$ cat config.mk
export PLATFORM = sky130hd
export DESIGN_NAME = scan_matrix_tracker
export DESIGN_NICKNAME = d
export VERILOG_FILES = /design/src/rtl/scan_matrix_pkg.sv /design/src/rtl/scan_matrix_rom.sv /design/src/rtl/scan_matrix_tracker.sv
export SDC_FILE = /design/constraint.sdc
export NUM_CORES = 1
export LEC_CHECK = 0
export CAP_MARGIN = 30
export CORE_MARGIN = 2
export CORE_UTILIZATION = 40
export CTS_BUF_LIST = sky130_fd_sc_hd__clkbuf_4 sky130_fd_sc_hd__clkbuf_8
export CTS_CLUSTER_DIAMETER = 80
export DETAILED_ROUTE_END_ITERATION = 10
export PLACE_DENSITY = 0.67
export SLEW_MARGIN = 5
export SYNTH_ARGS = -nofsm -noshare
export SYNTH_HDL_FRONTEND = slang
export SYNTH_SLANG_ARGS = --single-unit
$ cat constraint.sdc
create_clock -name c -period 2.8 [get_ports c]
set_input_delay 0.56 -clock c [delete_from_list [all_inputs] [get_ports c]]
set_output_delay 0.56 -clock c [all_outputs]
set_load 0.01 [all_outputs]
$ cat src/rtl/scan_matrix_pkg.sv
// Shared constants and types for the PS/2 set-2 to keyboard-matrix tracker.
// Defining SCAN_MATRIX_EXT_EN enables E0-prefixed (extended) key support.
package scan_matrix_pkg;

  // Lookup code layout: [7] shift toggle, [6:4] row, [3] unused, [2:0] column
  localparam logic [7:0] UNMAPPED     = 8'hFF;
  localparam int         CODE_TOGGLE  = 7;
  localparam int         CODE_ROW_LSB = 4;
  localparam int         CODE_COL_LSB = 0;

  localparam logic [7:0] SC_E0     = 8'hE0;
  localparam logic [7:0] SC_F0     = 8'hF0;
  localparam logic [7:0] SC_LSHIFT = 8'h12;
  localparam logic [7:0] SC_RSHIFT = 8'h59;

`ifdef SCAN_MATRIX_EXT_EN
  typedef enum logic [1:0] {
    ST_IDLE,
    ST_EXT,
    ST_BRK,
    ST_EXTBRK
  } prefix_state_e;
`else
  typedef enum logic [1:0] {
    ST_IDLE,
    ST_BRK,
    ST_DISCARD
  } prefix_state_e;
`endif

  typedef struct packed {
    logic       valid;
    logic [7:0] scancode;
`ifdef SCAN_MATRIX_EXT_EN
    logic       ext;
`endif
    logic [2:0] row;
    logic [2:0] col;
    logic       toggle;
  } slot_t;

endpackage

$ cat src/rtl/scan_matrix_rom.sv
// Combinational key lookup: (scancode, ext, shift) -> {toggle, row, col} code.
// The ext input is tied low by the tracker unless SCAN_MATRIX_EXT_EN is defined.
module scan_matrix_rom
  import scan_matrix_pkg::*;
(
  input  logic [7:0] scancode,
  input  logic       ext,
  input  logic       shift,
  output logic [7:0] code
);

  always_comb begin
    code = UNMAPPED;
    case ({ext, scancode})
      9'h01C: code = 8'h41;
      9'h032: code = 8'h42;
      9'h021: code = 8'h43;
      9'h023: code = 8'h44;
      9'h024: code = 8'h45;
      9'h02B: code = 8'h46;
      9'h034: code = 8'h47;
      9'h01B: code = 8'h53;
      9'h029: code = 8'h13;
      9'h016: code = 8'h31;
      // Shift+2 lands on a different key that needs the host shift inverted
      9'h01E: code = shift ? 8'hC0 : 8'h32;
      9'h052: code = 8'h40;
      9'h05A: code = 8'h12;
      9'h066: code = 8'h03;
      9'h076: code = 8'h77;
      9'h075: code = 8'h25;
      9'h04E: code = 8'hB5;
      9'h175: code = 8'h05;
      9'h172: code = 8'h07;
      9'h16B: code = 8'h04;
      9'h174: code = 8'h06;
      9'h16C: code = 8'h00;
      9'h171: code = 8'h02;
      default: code = UNMAPPED;
    endcase
  end

endmodule

$ cat src/rtl/scan_matrix_tracker.sv
// Tracks held PS/2 keys in a small slot table and presents them as a scanned
// keyboard matrix. SCAN_MATRIX_EXT_EN enables extended (E0) keys.
module scan_matrix_tracker
  import scan_matrix_pkg::*;
#(
  parameter int ROWS  = 8,
  parameter int COLS  = 8,
  parameter int SLOTS = 4
) (
  input  logic                 c,
  input  logic                 reset,
  input  logic [7:0]           scancode,
  input  logic                 scancode_valid,
  input  logic [ROWS-1:0]      rowsel,
  output logic [COLS-1:0]      colq,
  output logic [ROWS*COLS-1:0] matrix,
  output logic                 qshift,
  output logic                 qerror
);

  logic [7:0]           byte_q, byte_d;
  logic                 strobe_q, strobe_d;
  prefix_state_e        state_q, state_d;
  slot_t                slots_q [SLOTS];
  slot_t                slots_d [SLOTS];
  logic                 last_valid_q, last_valid_d;
  logic [2:0]           last_idx_q, last_idx_d;
  logic                 shift_held_q, shift_held_d;
  logic [ROWS*COLS-1:0] matrix_q, matrix_d;
  logic                 qshift_q, qshift_d;
  logic                 qerror_q, qerror_d;

  logic             key_ext;
  logic [7:0]       code;
  logic             mapped;
  logic             is_shift;
  logic             is_make;
  logic             is_break;
  logic [SLOTS-1:0] match;
  logic             free_found;
  logic [2:0]       free_idx;
  slot_t            new_slot;
  logic             last_toggle;

`ifdef SCAN_MATRIX_EXT_EN
  assign key_ext = (state_q == ST_EXT) || (state_q == ST_EXTBRK);
`else
  assign key_ext = 1'b0;
`endif

  scan_matrix_rom u_rom (
    .scancode (byte_q),
    .ext      (key_ext),
    .shift    (shift_held_q),
    .code     (code)
  );

  assign mapped = (code != UNMAPPED)
               && (int'(code[CODE_ROW_LSB +: 3]) < ROWS)
               && (int'(code[CODE_COL_LSB +: 3]) < COLS);
  assign is_shift = !key_ext && ((byte_q == SC_LSHIFT) || (byte_q == SC_RSHIFT));

  always_comb begin
    byte_d   = scancode;
    strobe_d = scancode_valid;
  end

  // Slot matching and lowest-free-slot search for the byte being processed
  always_comb begin
    match      = '0;
    free_found = 1'b0;
    free_idx   = '0;
    for (int i = SLOTS - 1; i >= 0; i--) begin
`ifdef SCAN_MATRIX_EXT_EN
      match[i] = slots_q[i].valid && (slots_q[i].scancode == byte_q) && (slots_q[i].ext == key_ext);
`else
      match[i] = slots_q[i].valid && (slots_q[i].scancode == byte_q);
`endif
      if (!slots_q[i].valid) begin
        free_found = 1'b1;
        free_idx   = 3'(i);
      end
    end
    new_slot          = '0;
    new_slot.valid    = 1'b1;
    new_slot.scancode = byte_q;
`ifdef SCAN_MATRIX_EXT_EN
    new_slot.ext      = key_ext;
`endif
    new_slot.row      = code[CODE_ROW_LSB +: 3];
    new_slot.col      = code[CODE_COL_LSB +: 3];
    new_slot.toggle   = code[CODE_TOGGLE];
  end

  always_comb begin
    state_d      = state_q;
    slots_d      = slots_q;
    last_valid_d = last_valid_q;
    last_idx_d   = last_idx_q;
    shift_held_d = shift_held_q;
    qerror_d     = 1'b0;
    is_make      = 1'b0;
    is_break     = 1'b0;

    if (strobe_q) begin
      case (state_q)
`ifdef SCAN_MATRIX_EXT_EN
        ST_IDLE: begin
          if (byte_q == SC_E0)      state_d = ST_EXT;
          else if (byte_q == SC_F0) state_d = ST_BRK;
          else                      is_make = 1'b1;
        end
        ST_EXT: begin
          if (byte_q == SC_F0) begin
            state_d = ST_EXTBRK;
          end else begin
            is_make = 1'b1;
            state_d = ST_IDLE;
          end
        end
        ST_BRK, ST_EXTBRK: begin
          is_break = 1'b1;
          state_d  = ST_IDLE;
        end
`else
        ST_IDLE: begin
          if (byte_q == SC_E0)      state_d = ST_DISCARD;
          else if (byte_q == SC_F0) state_d = ST_BRK;
          else                      is_make = 1'b1;
        end
        ST_BRK: begin
          is_break = 1'b1;
          state_d  = ST_IDLE;
        end
        ST_DISCARD: state_d = ST_IDLE;
`endif
        default: state_d = ST_IDLE;
      endcase
    end

    if (is_make) begin
      if (is_shift) begin
        shift_held_d = 1'b1;
      end else if (!mapped) begin
        qerror_d = 1'b1;
      end else if (match == '0) begin
        if (free_found) begin
          for (int i = 0; i < SLOTS; i++) begin
            if (free_idx == 3'(i)) slots_d[i] = new_slot;
          end
          last_valid_d = 1'b1;
          last_idx_d   = free_idx;
        end else begin
          qerror_d = 1'b1;
        end
      end
    end

    if (is_break) begin
      if (is_shift) begin
        shift_held_d = 1'b0;
      end else begin
        for (int i = 0; i < SLOTS; i++) begin
          if (match[i]) begin
            slots_d[i].valid = 1'b0;
            if (last_valid_q && (last_idx_q == 3'(i))) last_valid_d = 1'b0;
          end
        end
      end
    end
  end

  // Several slots may share a row/col; the bit stays up while any holds it
  always_comb begin
    matrix_d    = '0;
    last_toggle = 1'b0;
    for (int r = 0; r < ROWS; r++) begin
      for (int j = 0; j < COLS; j++) begin
        for (int i = 0; i < SLOTS; i++) begin
          if (slots_q[i].valid && (slots_q[i].row == 3'(r)) && (slots_q[i].col == 3'(j)))
            matrix_d[r*COLS + j] = 1'b1;
        end
      end
    end
    for (int i = 0; i < SLOTS; i++) begin
      if (last_valid_q && (last_idx_q == 3'(i))) last_toggle = slots_q[i].toggle;
    end
    qshift_d = shift_held_q ^ last_toggle;
  end

  always_comb begin
    colq = '1;
    for (int j = 0; j < COLS; j++) begin
      for (int r = 0; r < ROWS; r++) begin
        if (!rowsel[r] && matrix_q[r*COLS + j]) colq[j] = 1'b0;
      end
    end
  end

  always_ff @(posedge c) begin
    if (reset) begin
      byte_q       <= '0;
      strobe_q     <= 1'b0;
      state_q      <= ST_IDLE;
      for (int i = 0; i < SLOTS; i++) slots_q[i] <= '0;
      last_valid_q <= 1'b0;
      last_idx_q   <= '0;
      shift_held_q <= 1'b0;
      matrix_q     <= '0;
      qshift_q     <= 1'b0;
      qerror_q     <= 1'b0;
    end else begin
      byte_q       <= byte_d;
      strobe_q     <= strobe_d;
      state_q      <= state_d;
      slots_q      <= slots_d;
      last_valid_q <= last_valid_d;
      last_idx_q   <= last_idx_d;
      shift_held_q <= shift_held_d;
      matrix_q     <= matrix_d;
      qshift_q     <= qshift_d;
      qerror_q     <= qerror_d;
    end
  end

  assign matrix = matrix_q;
  assign qshift = qshift_q;
  assign qerror = qerror_q;

endmodule

==> results of run 1 <==
[report_power, final]
group	total [mW]	internal [mW]	switching, mW
combinational	0.293	0.138	0.155
clock	1.83	0.977	0.850
sequential	2.09	2.07	0.0215
total	4.21	3.19	1.03
[worst min-delay path by stage]
stage	from	end	slack [ps]	cells past startpoint
floorplan	last_valid_q	last_valid_q	440	1
global placement	last_valid_q	last_valid_q	460	1
detailed placement	state_q[1]	state_q[1]	470	2
CTS	last_valid_q	last_valid_q	480	1
global route	slots_q[60]	slots_q[60]	510	2
finish	last_valid_q	last_valid_q	480	1
[kinds of logic (layout without fill, tap and decap cells)]
logic type | Yosys count | count (layout) | share of synthesized area [%]
muxes | 59 | 59 | 7.633
buffers and inverters | 146 | 260 | 7.586
xor gates and xnor gates | 35 | 35 | 3.801
DFF | 145 | 145 | 35.99
AOI/OAI and AO/OA | 217 | 217 | 18.94
and+or+nand+nor | 376 | 376 | 26.05
[cell usage after synthesis, types with 22 or more instances]
master | number | share of area [%]
a21oi_1 | 31 | 1.9
a221oi_1 | 45 | 4.9
a22oi_1 | 22 | 2.0
clkbuf_1 | 49 | 2.3
dfxtp_1 | 145 | 36
inv_1 | 72 | 3.4
mux2i_1 | 57 | 7.1
nand2_1 | 40 | 1.9
nand2b_1 | 80 | 6.2
nand3_1 | 25 | 1.6
nor2_1 | 103 | 4.8
nor2b_1 | 22 | 1.7
o22ai_1 | 72 | 5.6
xnor2_1 | 31 | 3.4
[sequential cells by signal, summed over array words and instances, names as in the netlist, named ones only]
| name | cells |
|---|---|
| qerror | 1 |
| strobe_q | 1 |
| byte_q | 8 |
| matrix | 64 |
| last_valid_q | 1 |
| last_idx_q | 2 |
| qshift | 1 |
| state_q | 2 |
| slots_q | 64 |
[layout make-up]
class | instances | area (µm²)
fillers | 1915 | 9637
flip-flops and latches | 145 | 2903
clock buffers | 17 | 234.0
clock inverters | 15 | 207.7
multi-input cells | 687 | 4563
well taps | 265 | 331.6
repair buffers | 156 | 1508
inverters | 72 | 270.3
[worst register-to-register path: stages (launching register included)]
cell and delay, ps:
dfxtp_1 660, or3b_2 490, o21ai_0 80, a21oi_1 90, o22a_1 250, nand4b_4 200
and3_1 270, buf_12 190, mux2i_1 200
[layer usage]
layer  global-route usage [%]  share of wire [%]
met1                    31.13                 41
met5                        0                  0
met3                    4.890                7.4
met2                    42.12                 48
met4                    10.92                4.0
[per-stage QoR]
stage                     hold slack, ps  utilization (%)
after detailed placement           472.1            48.61
after floorplan                    440.9                -
final                              479.2            50.97
after CTS                          483.8            50.84
after global routing               512.4            50.97
after global placement             456.8            48.61
[timing repair]
action | in CTS | in global routing
endpoints found under the hold margin | 0 | 0
resized for setup | 3 | 7
endpoints found under the setup margin | 3 | 5
==> results.md, run 1 <==
* Outcome: completed
* Fin crit share at 91.85%
* Area Growth Syn to Fin at 24.20%
* H-tree levels at 4
* GP Congestion at 1.018
* Reg clk slew, reported paths at 80 ps
* Die height at 146.0 µm
* WP data required at 2240 ps
* CP peak stage delay at 560 ps
* Placed cell area at 9554 µm²
* Critical path's slowest cell: clkdlybuf4s50_1
* Most frequent cells in the layout: 145 x dfxtp_1, 103 x nor2_1, 83 x clkdlybuf4s50_1
* PD cells at 420.5 nW/µm²
* Initial antenna violation count at 0
* Input/output buffers at 92
* Count of pins over their slew limit at 0
* Worst reg2reg path startpoint: byte_q[4]
* Most used DFF post-synth: dfxtp_1
* Core Area at 19,650 µm²
* Post-route ant nets at 0
* Hpwl dp at 19.72 mm
* Commonest non-fill, non-tap cell in the layout: dfxtp_1
* Placed instance count at 1,325
* Post-DR wirelength/cell at 19.84 µm
* Setup CP Type: input port to output pin
* CTS sink count at 145
* Avg Inst Size Synth at 8.247 µm²
* Antenna cells at 0
* Chip width at 146.0 µm
* Netlist cell types at 59
* Setup bufs post-CTS at 0
* Worst-margin pin slew at 924.6 ps
* Reg2Reg Setup Slack at 280 ps
* Synthesis warning total at 0
* Unrepaired setup endpoints after global routing: no
* Sum Neg Setup Slack at 0 ps
* Worst-case clock buffer depth at 2
* Worst IR Drop VDD at 0.0002986 V
* Post-layout minimum cycle time at 2572 ps
* Worst clock skew at 10.62 ps
* Critical path peak fanout at 5
* Hold Vio Cnt, Final at 0
* First-pass GRT wire length at 42.23 mm
* Routed vias at 7,958
* Final Cell Area at 10,020 µm²
* Synthesized netlist cell count at 978
* Ports at 93
* Crit path to: colq[7]
* Post-synthesis cell area at 8065 µm²
* Vias/cell at 5.864
* CP bufs+invs at 3
* CP startpoint kind: input port
* Worst-Skew Late Latency at 470 ps
* Hold Crit Class: register to register
* Gr usage total at 25.01%
* EDFF count, synth at 0
* Post-synthesis sequential area ratio at 35.99%
* Ys async rst share at 0%
* Critical Path Sink Type: output pin
* Row count at 51
* Max-slew headroom at 38.23%
* Nets at 1,098
* Critical Path AT at 2010 ps
* CP Cell Sequence: clkdlybuf4s50_1 > buf_4 > o22ai_1 > nor4_1 > dlygate4sd2_1
* Full die area at 21,310 µm²
* Cell family with most CP delay: buffers and inverters
* Share of layout cells above drive strength 1 at 11.08%
* Post-Place Worst Slack at -27.91 ps
* Finish-stage setup viols at 0
* Root Buffer: clkbuf_8
* CP Depth at 5
* Leak Pwr at 3.509 nW
* Seq cells post-synth at 145
* CTS tree: built
* Initial Utilization at 41.04%
* CTS Buf Count at 17
* Hold-fix buffer count after cts at 0
* CP Launch Point: rowsel[3]
* FF-to-FF End: slots_q[57]
* Fmax at 388.8 MHz
* Total length of routed wires at 26.93 mm
* Overall Power at 4.212 mW
* Worst setup margin at 228.1 ps
* Largest net degree at the start of global routing at 70
* Remaining Overflow, GRT at 0
* DRC errors left at 0
* Max cap viols at 0
* Post-route insts no fill at 1,357
* Syn_nets at 997
* DRT iter0 DRCs at 777
* Drt first pass iters at 7
* Worst-case reg-to-reg path depth at 8
* Vias in the first global route at 7,565
Note: power is estimated with default switching activity, not from simulation.
==> inputs of run 2 (changes only) <==
Settings changed: SKIP_CTS_REPAIR_TIMING set to 1.
Clock period 2.8 ns to 3.15 ns, I/O delays scaled along.
==> results.md, run 2 (synthesis results as in run 1) <==
* CTS tree: built
* Worst-margin pin slew at 977.5 ps (+52.94 ps)
* Gr usage total at 24.63% (-0.38 points)
* Fin crit share at 95.55%
* WP data required at 2520 ps (+280 ps)
* Pint at 2.616 mW (-18%)
* Remaining Overflow, GRT at 0 (unchanged)
* Leak Pwr at 3.333 nW (-5.0%)
* H-tree levels at 4 (unchanged)
* Most frequent CP cell: clkdlybuf4s50_1
* Critical path's slowest cell: clkdlybuf4s50_1
* Busiest grt layer: met2
* Row count at 51 (unchanged)
* Cell family with most CP delay: buffers and inverters
* Post-layout minimum cycle time at 3010 ps
* Clock power share at 40.2% (-3.2 points)
* Full die area at 21,310 µm² (unchanged)
* Critical path peak fanout at 4 (-1)
* Vias/cell at 5.804 (-1.0%)
* Post-DR wirelength/cell at 19.83 µm (about the same)
* Max cap viols at 0 (unchanged)
* CTS Buf Count at 17 (unchanged)
* Max-slew headroom at 34.33% (-3.9 points)
* Nets at 1,069 (-2.6%)
* Hold Vio Cnt, Final at 0 (unchanged)
* Share of layout cells above drive strength 1 at 8.749% (-2.3 points)
* CTS sink count at 145 (unchanged)
* Final core occ at 49.27% (-1.7 points)
* Critical Path AT at 2380 ps (+370 ps)
* Chip width at 146.0 µm (unchanged)
* Total length of routed wires at 26.33 mm (-2.2%)
* Worst IR Drop VDD at 0.0002687 V (-10%)
* GR Layer Usage met3 at 6.113% (+1.2 points)
* PD cells at 361.1 nW/µm² (-14%)
* Core Area at 19,650 µm² (unchanged)
* Area Growth Syn to Fin at 20.06%
* Worst clock skew at 14.49 ps (+3.871 ps)
* CP Cell Sequence: clkdlybuf4s50_1 > o22ai_1 > nor4_1 > buf_4 > clkdlybuf4s50_1
* Input/output buffers at 92 (unchanged)
* Vias in the first global route at 7,435 (-1.7%)
* Largest net degree at the start of global routing at 75 (+7.1%)
* Count of pins over their slew limit at 0 (unchanged)
* Met2 Track Usage GR at 40.31% (-1.8 points)
* Drt first pass iters at 6 (-1)
* Fmax at 332.2 MHz
* Die height at 146.0 µm (unchanged)
* CP bufs+invs at 3 (unchanged)
* Initial antenna violation count at 0 (unchanged)
* Sum Neg Setup Slack at 0 ps (unchanged)
* First-pass GRT wire length at 41.57 mm (-1.6%)
* Worst-case clock buffer depth at 2 (unchanged)
* Critical Path Sink Type: output pin
* Setup CP Type: input port to output pin
* Root Buffer: clkbuf_8
* DRC errors left at 0 (unchanged)
* Met1 usage at 30.41% (-0.72 points)
* Outcome: completed
* GP Congestion at 0.9905 (-2.7%)
* Sw Pwr at 0.8805 mW (-14%)
* Routed vias at 7,708 (-3.1%)
* Ports at 93 (unchanged)
* CP peak stage delay at 560 ps (about the same)
* Sw Share at 25.18% (+0.81 points)
* CP startpoint kind: input port
* DRT iter0 DRCs at 914 (+18%)
* Unrepaired setup endpoints after global routing: no
* Hold Crit Class: register to register
* Finish-stage setup viols at 0 (unchanged)
* Hpwl dp at 19.30 mm (-2.1%)
* Gate power share at 6.4% (-0.6 points)
* Worst-Skew Late Latency at 460 ps (about the same)
* Most frequent cells in the layout: 145 x dfxtp_1, 103 x nor2_1, 90 x clkdlybuf4s50_1
* Reg clk slew, reported paths at 90 ps (about the same)
* Initial Utilization at 41.04% (unchanged)
* Antenna cells at 0 (unchanged)
* Commonest non-fill, non-tap cell in the layout: dfxtp_1
* Share of total power in sequential cells at 53.4% (+3.7 points)
* Post-route ant nets at 0 (unchanged)
[run 2: cell types whose count changed in the layout (fill, tap and decap cells not counted), sizes merged]
cell,change
buf,-29
dlygate4sd2,-3
clkinvlp,+3
bufinv,-3
clkbuf,+3
inv,-1
clkdlybuf4s50,+7
clkinv,-2
dlymetal6s2s,-4
[run 2: per-stage QoR]
step / setup slack (ps) / instance area [µm²] / total power, mW / hold WS [ps] / cells
6_report: 140.0 / 9683 / 3.497 / 476.2 / 1328
5_1_grt: 28.52 / 9683 / 3.631 / 499.5 / 1328
3_5_place_dp: 49.70 / 9289 / 2.132 / 456.4 / 1296
3_3_place_gp: 11.78 / 9284 / 2.133 / 461.9 / 1295
2_1_floorplan: 943.7 / 8065 / 2.059 / 440.9 / 978
4_1_cts: 39.58 / 9668 / 3.532 / 478.3 / 1328
[run 2: worst reg2reg max path, cell delays in order, from the launching register on]
cell and delay (ps):
dfxtp_1 840, nor2_1 120, nand4_1 130, a21oi_1 150, nor4_1 380, and3_1 430, nand4_4 410, and3b_1 330
[run 2: layer usage]
layer	up-vias	wire, µm
li1	3639	-
met1	3579	10840
met2	400	12290
met3	90	2022
met4	0	1180
met5	-	0
[run 2: layout make-up]
| class | count | area (µm²) |
|---|---|---|
| Inverter | 72 | 270.3 |
| Timing Repair Buffer | 127 | 1231 |
| Fill cell | 1984 | 9971 |
| Clock inverter | 12 | 110.1 |
| Multi-Input combinational cell | 687 | 4568 |
| Sequential cell | 145 | 2903 |
| Clock buffer | 20 | 269.0 |
| Tap cell | 265 | 331.6 |
[run 2: path summary, 6_finish.rpt]
| kind | startpoint | to | slack [ps] | cells after the start |
|---|---|---|---|---|
| worst max-delay path | rowsel[5] | colq[0] | 140 | 5 |
| worst min-delay path | last_valid_q | last_valid_q | 480 | 1 |
| worst max register to register | byte_q[0] | slots_q[46] | 250 | 7 |
| worst min register to register | last_valid_q | last_valid_q | 480 | 1 |
[run 2: power by group through the flow]
stage	sequential [mW]	combinational (mW)	clock (mW)
3_3_place_gp	1.91	0.225	0
6_report	1.87	0.225	1.41
5_1_grt	1.87	0.246	1.52
2_1_floorplan	1.89	0.171	0
3_5_place_dp	1.91	0.224	0
4_1_cts	1.87	0.225	1.44
==> inputs of run 3 (changes only) <==
Settings changed: SLEW_MARGIN 5 to not set.
==> results of run 3 <==
No change in the layout: final DEF, timing and power equal those of run 2.
